===== src/rtl/asi_pkg.sv =====
// Shared types and constants for the ASI master poll scheduler.
// Holds the scheduler state encoding and the request-word layout helper.
package asi_pkg;

   typedef enum logic [2:0] {
      IDLE,
      SELECT,
      FETCH,
      SEND,
      WAIT_RESP,
      GAP
   } asi_state_t;

   localparam int ASI_TX_TICKS     = 28;
   localparam int ASI_ADDR_W       = 5;
   localparam int ASI_REQ_ADDR_LSB = 8;

   // Data request: start bit and SB stay 0, address and output nibble in place.
   function automatic logic [15:0] asi_req_word(input logic [ASI_ADDR_W-1:0] addr,
                                                input logic [3:0]            nib);
      logic [15:0] w;
      w = '0;
      w[ASI_REQ_ADDR_LSB +: ASI_ADDR_W] = addr;
      w[3:0] = nib;
      return w;
   endfunction

endpackage


===== src/rtl/asi_next_slave.sv =====
// Sequential round-robin search over the projected-slave list, one address
// per cycle, starting just after start_addr and wrapping from 31 back to 1.
module asi_next_slave
   import asi_pkg::*;
(
   input  logic                  clk_in,
   input  logic                  rst,
   input  logic                  search,
   input  logic [ASI_ADDR_W-1:0] start_addr,
   input  logic [31:0]           lps,
   output logic                  hit,
   output logic [ASI_ADDR_W-1:0] hit_addr,
   output logic                  wrap
);

   logic                  active;
   logic [ASI_ADDR_W-1:0] ptr;
   logic [ASI_ADDR_W-1:0] base;
   logic [ASI_ADDR_W-1:0] cand;

   // The first probe of a search continues from the served slave, later probes from ptr.
   assign base     = active ? ptr : start_addr;
   assign cand     = (base == 5'd31) ? 5'd1 : base + 5'd1;
   assign hit      = search && lps[cand];
   assign hit_addr = cand;
   assign wrap     = search && (base == 5'd31);

   always_ff @(posedge clk_in) begin
      if (rst) begin
         active <= 1'b0;
         ptr    <= '0;
      end else if (search) begin
         active <= !hit;
         ptr    <= cand;
      end else begin
         active <= 1'b0;
      end
   end

endmodule


===== src/rtl/asi_poll_scheduler.sv =====
// ASI master transaction sequencer: round-robin slave polling, request framing,
// response window timing with retry, and maintenance of the activated-slave list.
module asi_poll_scheduler
   import asi_pkg::*;
#(
   parameter int TX_TICKS     = ASI_TX_TICKS,
   parameter int RESP_TIMEOUT = 40,
   parameter int GAP_TICKS    = 4,
   parameter int MAX_TRIES    = 2
) (
   input  logic        clk_in,
   input  logic        rst,
   input  logic        tick_3us,
   input  logic        enable,
   input  logic [31:0] lps,
   output logic [4:0]  out_rd_addr,
   input  logic [3:0]  out_rd_data,
   output logic        req_flag,
   output logic [15:0] req_data,
   input  logic        resp_valid,
   input  logic        resp_ok,
   input  logic [3:0]  resp_data,
   output logic        in_wr_en,
   output logic [4:0]  in_wr_addr,
   output logic [3:0]  in_wr_data,
   output logic [31:0] las,
   output logic [4:0]  cur_addr,
   output logic        busy,
   output logic        cycle_done
);

   asi_state_t            state;
   asi_state_t            state_nx;
   logic [5:0]            cnt;
   logic [5:0]            cnt_p1;
   logic [3:0]            try_cnt;
   logic                  retry;
   logic                  lps_nz;
   logic                  sel_hit;
   logic                  sel_wrap;
   logic [ASI_ADDR_W-1:0] sel_addr;
   logic                  rsp_good;
   logic                  rsp_fail;

   assign lps_nz     = |lps[31:1];
   assign cnt_p1     = cnt + 6'd1;
   assign busy       = (state != IDLE);
   assign cycle_done = sel_wrap && lps_nz;

   asi_next_slave u_next_slave (
      .clk_in     (clk_in),
      .rst        (rst),
      .search     (state == SELECT),
      .start_addr (cur_addr),
      .lps        (lps),
      .hit        (sel_hit),
      .hit_addr   (sel_addr),
      .wrap       (sel_wrap)
   );

   always_ff @(posedge clk_in) begin
      if (rst) begin
         state <= IDLE;
      end else begin
         state <= state_nx;
      end
   end

   always_comb begin
      state_nx = state;
      rsp_good = 1'b0;
      rsp_fail = 1'b0;
      case (state)
         IDLE: begin
            if (enable && lps_nz) state_nx = SELECT;
         end
         SELECT: begin
            if (!lps_nz)      state_nx = IDLE;
            else if (sel_hit) state_nx = FETCH;
         end
         FETCH: begin
            state_nx = SEND;
         end
         SEND: begin
            if (tick_3us && cnt_p1 == 6'(TX_TICKS)) state_nx = WAIT_RESP;
         end
         WAIT_RESP: begin
            // A response landing on the timeout tick takes priority over the timeout.
            if (resp_valid && resp_ok) begin
               rsp_good = 1'b1;
            end else if (resp_valid || (tick_3us && cnt_p1 == 6'(RESP_TIMEOUT))) begin
               rsp_fail = 1'b1;
            end
            if (rsp_good || rsp_fail) state_nx = GAP;
         end
         GAP: begin
            if (tick_3us && cnt_p1 == 6'(GAP_TICKS)) begin
               if (retry)       state_nx = FETCH;
               else if (enable) state_nx = SELECT;
               else             state_nx = IDLE;
            end
         end
         default: state_nx = IDLE;
      endcase
   end

   always_ff @(posedge clk_in) begin
      if (rst) begin
         cnt         <= '0;
         try_cnt     <= '0;
         retry       <= 1'b0;
         cur_addr    <= '0;
         out_rd_addr <= '0;
         req_flag    <= 1'b0;
         req_data    <= '0;
         in_wr_en    <= 1'b0;
         in_wr_addr  <= '0;
         in_wr_data  <= '0;
         las         <= '0;
      end else begin
         in_wr_en <= 1'b0;
         // Every state boundary restarts the tick count.
         if (state_nx != state) begin
            cnt <= '0;
         end else if (tick_3us) begin
            cnt <= cnt_p1;
         end
         case (state)
            SELECT: begin
               las <= las & {lps[31:1], 1'b0};
               if (lps_nz && sel_hit) begin
                  cur_addr    <= sel_addr;
                  out_rd_addr <= sel_addr;
                  try_cnt     <= '0;
                  retry       <= 1'b0;
               end
            end
            FETCH: begin
               req_data <= asi_req_word(cur_addr, out_rd_data);
               req_flag <= 1'b1;
            end
            SEND: begin
               if (tick_3us && cnt_p1 == 6'(TX_TICKS / 2)) req_flag <= 1'b0;
            end
            WAIT_RESP: begin
               if (rsp_good) begin
                  in_wr_en       <= 1'b1;
                  in_wr_addr     <= cur_addr;
                  in_wr_data     <= resp_data;
                  las[cur_addr]  <= 1'b1;
                  retry          <= 1'b0;
               end else if (rsp_fail) begin
                  if (try_cnt + 4'd1 < 4'(MAX_TRIES)) begin
                     try_cnt <= try_cnt + 4'd1;
                     retry   <= 1'b1;
                  end else begin
                     las[cur_addr] <= 1'b0;
                     retry         <= 1'b0;
                  end
               end
            end
            default: ;
         endcase
      end
   end

endmodule


===== config.mk =====
export PLATFORM = sky130hd
export DESIGN_NAME = asi_poll_scheduler
export DESIGN_NICKNAME = d
export VERILOG_FILES = /design/src/rtl/asi_pkg.sv /design/src/rtl/asi_next_slave.sv /design/src/rtl/asi_poll_scheduler.sv
export SDC_FILE = /design/constraint.sdc
export NUM_CORES = 1
export LEC_CHECK = 0
export BUFFER_PORTS_ARGS = -buffer_cell sky130_fd_sc_hd__buf_2
export CORE_MARGIN = 4
export CORE_UTILIZATION = 45
export DETAILED_ROUTE_END_ITERATION = 6
export PLACE_DENSITY_LB_ADDON = 0.1
export SETUP_SLACK_MARGIN = 0.1
export SLEW_MARGIN = 40
export SYNTH_ARGS = -nofsm -noshare
export SYNTH_HDL_FRONTEND = slang
export SYNTH_HIERARCHICAL = 1
export SYNTH_SLANG_ARGS = --single-unit
export TNS_END_PERCENT = 50

===== constraint.sdc =====
create_clock -name clk_in -period 4.7 [get_ports clk_in]
set_input_delay 0.47 -clock clk_in [delete_from_list [all_inputs] [get_ports clk_in]]
set_output_delay 0.47 -clock clk_in [all_outputs]
set_load 0.02 [all_outputs]

[After elaboration in Yosys (flattened, before gate mapping)]
Index checks and enable logic that the tools add are counted.
Cells by class
  magnitude comparators: 4
  bitwise gates (word level): 6
  reductions and logical operators: 28
  add/sub/neg operators: 3
  muxes and demuxes: 39
  eq/ne operators: 18
Operators by type and width (number)
  2-to-1 mux 32 bit: 3
  bitwise AND 32 bit: 2
  one-hot mux 32 bit (2 select lines): 1
  NOT 32 bit: 1
  OR 32 bit: 1
  OR reduction 31 bit: 1
  2-to-1 mux 3 bit: 6
  one-hot mux 3 bit (6 select lines): 1
  2-to-1 mux 1 bit: 16
  2-to-1 mux 4 bit: 4
  < comparator 5 x 6 -> 1 bit (second input constant): 2
  logical AND 1 bit: 11
  2-to-1 mux 5 bit: 2
  != test 2 bit (second input constant): 5
  one-hot mux 4 bit (2 select lines): 1
  adder 6 x 1 -> 6 bit (second input constant): 1
  == test 3 x 2 -> 1 bit (second input constant): 2
  == test 3 bit (second input constant): 2
  == test 6 x 3 -> 1 bit (second input constant): 1
  == test 6 x 4 -> 1 bit (second input constant): 1
  == test 6 x 5 -> 1 bit (second input constant): 1
  == test 6 bit (second input constant): 1
  != test 3 bit (second input constant): 2
  AND reduction 2 bit: 3
  other kinds (20): 27
Storage, ports and cells
  word-level logic and storage cells: 111
  flip-flop bits (word level): 77

[Longest topological paths before layout]
  word-level depth: 12
  mapped depth: 18
  mapped depth without buffers: 17

[By module]
Netlist, hierarchy kept.
Modules (own cells, without submodules)
  asi_poll_scheduler: area each 4012.6 um^2, cells each 490, instances 1
  asi_next_slave: area each 708.2 um^2, cells each 78, instances 1

[Worst setup path after synthesis]
No wires, ideal clock.
  kind: register to register
  start point: register u_next_slave.active
  end point: register cnt[1]
  required time: 4.621 ns
  path buffers: 1
  clock period less this slack: 3.630 ns
  arrival: 3.551 ns
  path slack: 1.070 ns
  stages on the path, launching flop included: 18
  library setup time: 0.079 ns
  cells stage by stage: dfxtp_1 -> buf_6 -> mux2i_2 -> inv_1 -> ha_1 -> and2_1 -> ha_1 -> nor2_4 -> inv_4 -> mux4_2 -> or3b_1 -> a21bo_1 -> or3b_1 -> nor2b_1 -> o22ai_1 -> nand3_2 -> mux2_4 -> a211oi_2
On the way
  longest elaborated chain between the ends: 11
  elaborated cells between the ends (all ways): 12
  classes of those cells: 1 x add/sub; 2 x eq/ne; 7 x mux; 2 x reduce/logical
RTL lines
  start: declaration: RTL line asi_next_slave.sv:16  | logic active;
  start signal: assignment: RTL line asi_next_slave.sv:33  | active <= !hit;
  2-to-1 mux 5 bit *: RTL line asi_next_slave.sv:22  | assign base = active ? ptr : start_addr;
  adder 5 x 1 -> 5 bit / == test 5 bit (equally long branches): RTL line asi_next_slave.sv:23  | assign cand = (base == 5'd31) ? 5'd1 : base + 5'd1;
  2-to-1 mux 5 bit *: RTL line asi_next_slave.sv:23
  net sel_addr[0]: RTL line asi_poll_scheduler.sv:41  | logic [ASI_ADDR_W-1:0] sel_addr;
  binary-select mux 1 bit (select 5 bit) *: RTL line asi_next_slave.sv:24  | assign hit = search && lps[cand];
  2-to-1 mux 1 bit (implied by the code) *: RTL line asi_next_slave.sv:24
  logical AND 1 bit *: RTL line asi_next_slave.sv:24
  net sel_hit: RTL line asi_poll_scheduler.sv:39  | logic sel_hit;
  2-to-1 mux 3 bit *: RTL line asi_poll_scheduler.sv:79  | else if (sel_hit) state_nx = FETCH;
  2-to-1 mux 3 bit *: RTL line asi_poll_scheduler.sv:78  | if (!lps_nz) state_nx = IDLE;
  one-hot mux 3 bit (6 select lines) *: RTL line asi_poll_scheduler.sv:73  | case (state)
  != test 3 bit *: RTL line asi_poll_scheduler.sv:123  | if (state_nx != state) begin
  OR reduction 2 bit (no line) *
  end signal: assignment: RTL line asi_poll_scheduler.sv:126  | cnt <= cnt_p1;
  end: declaration: RTL line asi_poll_scheduler.sv:34  | logic [5:0] cnt;
Mark *: on every way through the listed nets, which the timed path passes. The rest lies on a longest branch. The select of a mux whose other input is x is not followed.
A chain may end at the register's enable or synchronous reset.

[Worst setup path in the final report]
  start point: register cur_addr[0]
  end point: register cnt[1]
On the way
  longest elaborated chain between the ends: 11
  elaborated cells between the ends (all ways): 12
  classes of those cells: 1 x add/sub; 2 x eq/ne; 7 x mux; 2 x reduce/logical
RTL lines
  start: declaration: RTL line asi_poll_scheduler.sv:27  | output logic [4:0] cur_addr,
  start signal: assignment: RTL line asi_poll_scheduler.sv:132  | cur_addr <= sel_addr;
  2-to-1 mux 5 bit *: RTL line asi_next_slave.sv:22
  adder 5 x 1 -> 5 bit / == test 5 bit (equally long branches): RTL line asi_next_slave.sv:23
  2-to-1 mux 5 bit *: RTL line asi_next_slave.sv:23
  net sel_addr[2]: RTL line asi_poll_scheduler.sv:41
  binary-select mux 1 bit (select 5 bit) *: RTL line asi_next_slave.sv:24
  2-to-1 mux 1 bit (implied by the code) *: RTL line asi_next_slave.sv:24
  logical AND 1 bit *: RTL line asi_next_slave.sv:24
  net sel_hit: RTL line asi_poll_scheduler.sv:39
  2-to-1 mux 3 bit *: RTL line asi_poll_scheduler.sv:79
  2-to-1 mux 3 bit *: RTL line asi_poll_scheduler.sv:78
  one-hot mux 3 bit (6 select lines) *: RTL line asi_poll_scheduler.sv:73
  != test 3 bit *: RTL line asi_poll_scheduler.sv:123
  OR reduction 2 bit (no line) *
Marked as above.

==> impl_summary.log <==
INFO  metric period_minus_slack = ~4.2 ns
INFO  metric critical_path.top_delay_family = simple AND/OR/NAND/NOR gates
INFO  metric grt_start_max_net_pins = 65
INFO  metric initial_utilization = 45.9%
INFO  metric drt-wirelength-per-cell = 20.0 µm
INFO  metric slew-limit-headroom = around two fifths
INFO  metric layout.core_utilization = 52.6%
INFO  metric r2r_start = cur_addr[0]
INFO  metric cts_max_path_buffers = 2
INFO  metric grt_usage = 24.9%
INFO  metric drt.antenna.violating_nets = 0
INFO  metric route.final.wire_length = 15700 µm
INFO  metric rows = 37
INFO  metric die_width = between 100 and 150 µm
INFO  metric post-synth-top-count-cell = sky130_fd_sc_hd__dfxtp_1
INFO  metric first_global_vias = 4462
INFO  metric synth_warnings = 6
INFO  metric outcome = completed
INFO  metric worst_pin_slew = 0.910 ns
INFO  metric cts_buffers = 9
INFO  metric mappedNetlistArea = 0.00472 mm²
INFO  metric core_area = 0.0103 mm²
INFO  metric crit_path_max_fanout = 15
INFO  metric p_sw_share = 32.4%
INFO  metric area_growth = 14.5%
INFO  metric die_height = 110 µm
INFO  metric ctsRootBufferMaster = sky130_fd_sc_hd__clkbuf_8
INFO  metric max_clock_freq = 237 MHz
INFO  metric power_leakage = 2.18 nW
INFO  metric holdCritPathClass = in2reg
INFO  metric grt_first_pass_wirelength = roughly 25000 µm
INFO  metric dr.pass1.iters = 6
INFO  metric slew_viol_final = 0
INFO  metric pwr-share-seq = 48.3%
INFO  metric detail_route.vias_per_cell = 6.11
INFO  metric drive_above_1_share = 25.8%
INFO  metric setup_slack_after_layout = 0.487 ns
INFO  metric number_of_hold_repair_buffers_added_at_the_cts_stage = 0
INFO  metric drt_drc_violations_left = 0
INFO  metric reg_clk_slew_reported_paths = 0.08 ns
INFO  metric netlist.top_cell.by_area = sky130_fd_sc_hd__dfxtp_1
INFO  metric place_congestion = ~0.85
INFO  metric grt_antenna_before_repair = 0
INFO  metric worst-endpoint-arrival = approximately 4.5 ns
INFO  metric yosysTopAreaCellShare = 32.7%
INFO  metric crit_path_top_delay_cell = sky130_fd_sc_hd__dfxtp_1
INFO  metric post_synth_inst_count = between 500 and 600
INFO  metric postCtsResizedCells = 0
INFO  metric timing_hold_violations_final = 0
INFO  metric worstPathCellList = mux2i_2, inv_1, ha_1, and2_1, ha_1, nor2b_1, mux2i_1, inv_1, or3b_1, a21bo_1, or3b_1, nor2b_1, o22ai_1, nand3_2, mux2_4, a211oi_2
INFO  metric net-switching-power = 488 µW
INFO  metric hpwl_after_dpl = 11000 µm
INFO  metric synth_top_cells_by_count = sky130_fd_sc_hd__dfxtp_1 (77), sky130_fd_sc_hd__a21oi_1 (47), sky130_fd_sc_hd__nor2_1 (42)
INFO  metric routed-via-count = slightly below 5000
INFO  metric number_of_flops_mapped_to_enable_cells_by_yosys = 0
INFO  metric clock-sinks = 77
INFO  metric post_synth_num_cell_types = 72
INFO  metric timing.critical_path.from = cur_addr[0]
INFO  metric timing.setup.critical_path_class = reg2reg
INFO  metric final_min_period_over_clock_period = 89.6%
INFO  metric clk_latency = 0.36 ns
INFO  metric grt_setup_unrepaired = no
INFO  metric ir_drop_worst_vdd = ~0.16 mV
INFO  metric cts-htree-levels = 3
INFO  metric floorplan.io_pins = 117
INFO  metric ys_seq_elements = 77
INFO  metric synth_area_per_cell = approximately 8.3 µm²
INFO  metric insertedDiodeCount = 0
INFO  metric detailedRoute.firstIterationViolations = 457
INFO  metric ff_latch_area = ~0.0015 mm²
INFO  metric setup_slack_at_placement = 0.573 ns
INFO  metric clockPowerShare = 30.6%
INFO  metric nets_final = 698
INFO  metric die_area = 0.0122 mm²
INFO  metric worstSetupStartpointType = register
INFO  metric timing.critical_path.buf_inv = 2
INFO  metric tritoncts = yes
INFO  metric multi_input_comb_area = 0.00285 mm²
INFO  metric layout.filler_cells = roughly 1000
INFO  metric globalRoute.totalOverflow = 0
INFO  metric synth_top_cells_by_area = sky130_fd_sc_hd__dfxtp_1 (33%), sky130_fd_sc_hd__a311oi_1 (6.1%), sky130_fd_sc_hd__a21oi_1 (5.0%), sky130_fd_sc_hd__a31oi_1 (4.8%), sky130_fd_sc_hd__mux2i_1 (4.5%)
INFO  metric yosysSeqAreaShare = 32.7%
INFO  metric maxCapViolCount = 0
INFO  metric port_buffers = 109
INFO  metric setup_viol = 0
INFO  metric synthFlopType = sky130_fd_sc_hd__dfxtp_1
INFO  metric hold_start = out_rd_data[3]
INFO  metric cp_capture_type = register
INFO  metric internal_power = 1.02 mW
INFO  metric worst_ep_required_time = 4.99 ns
INFO  metric finalClockSkew = 0.00533 ns
INFO  metric critPathMaxStageDelay = 0.63 ns
INFO  metric async_flop_share = 0%
INFO  metric power.density_cell_area = 279 mW/mm²
INFO  metric cts_post_setup_buffers_inserted = 0
INFO  metric combPwrFrac = 21.1%
INFO  metric tns = 0 ns
power by group through the flow:
stage | Clock [mW] | Combinational [mW] | Sequential [mW]
after floorplan | 0 | 0.188 | 0.771
after global placement | 0 | 0.314 | 0.741
after detailed placement | 0 | 0.316 | 0.742
after CTS | 0.471 | 0.317 | 0.727
after global routing | 0.500 | 0.344 | 0.734
final | 0.462 | 0.317 | 0.729
worst min-delay path: cells and delay by family:
family / cells / cell delay (ns)
muxes: 1 / 0.05
buffers and inverters: 1 / 0.07
and+or+nand+nor: 1 / 0.07
cells by family after synthesis:
family                   count (synthesis)  share of synthesized area [%]
AO/OA/AOI/OAI                          177                           24.9
AND/OR/NAND/NOR                        198                           22.8
other                                    1                         0.0794
adder cells (fa/ha/maj)                  6                           1.59
XOR/XNOR                                10                           2.01
buffers and inverters                   68                           7.61
multiplexers                            31                           8.40
flip-flops                              77                           32.7
final cells by class:
cell class                 count  share of cell area [%]
timing repair buffer         119                    11.5
inverter                      10                   0.741
clock buffer                  11                    2.62
clock inverter                 5                   0.671
tap                          136                    3.15
multi-input combinational    429                    52.8
sequential                    77                    28.5
metrics by stage:
| stage | instance area, µm² | power, mW | hold WS, ns | cells |
|---|---|---|---|---|
| 2_1_floorplan | 4740 | 0.959 | 0.441 | 574 |
| 3_3_place_gp | 5220 | 1.05 | 0.438 | 771 |
| 3_5_place_dp | 5230 | 1.06 | 0.445 | 771 |
| 4_1_cts | 5400 | 1.52 | 0.339 | 787 |
| 5_1_grt | 5400 | 1.58 | 0.342 | 787 |
| 6_report | 5400 | 1.51 | 0.341 | 787 |
path summary, 6_finish.rpt:
kind / end / slack [ns] / cells after the start
setup / recovery: cnt[1] / 0.49 / 16
hold / removal: req_data[3] / 0.34 / 3
setup reg to reg: cnt[1] / 0.49 / 16
hold reg to reg: in_wr_addr[2] / 0.45 / 2
layer usage:
metal  up-vias  share of wire, %  GRT usage (%)
met1      2278                44           34.5
met5         -                 0              0
met4         0               2.4           8.87
met3        26               6.9           3.29
li1       2271                 -              -
met2       235                47           39.7
cells in the final DEF (no fill, tap or decap), types with 6 or more instances in the layout:
| cell type | count |
|---|---|
| sky130_fd_sc_hd__nand2_1 | 40 |
| sky130_fd_sc_hd__dfxtp_1 | 77 |
| sky130_fd_sc_hd__mux4_2 | 6 |
| sky130_fd_sc_hd__a311oi_1 | 33 |
| sky130_fd_sc_hd__mux2i_1 | 21 |
| sky130_fd_sc_hd__nor2_1 | 42 |
| sky130_fd_sc_hd__nor3_1 | 38 |
| sky130_fd_sc_hd__nand2b_1 | 6 |
| sky130_fd_sc_hd__a21oi_1 | 47 |
| sky130_fd_sc_hd__nor2b_1 | 7 |
| sky130_fd_sc_hd__inv_1 | 9 |
| sky130_fd_sc_hd__and2_1 | 10 |
| sky130_fd_sc_hd__o21ai_0 | 34 |
| sky130_fd_sc_hd__buf_2 | 109 |
| sky130_fd_sc_hd__nand4_1 | 9 |
| sky130_fd_sc_hd__buf_4 | 10 |
| sky130_fd_sc_hd__ha_1 | 6 |
| sky130_fd_sc_hd__conb_1 | 7 |
| sky130_fd_sc_hd__clkbuf_8 | 10 |
| sky130_fd_sc_hd__a31oi_1 | 36 |
Power figures use the tool's default switching activity.
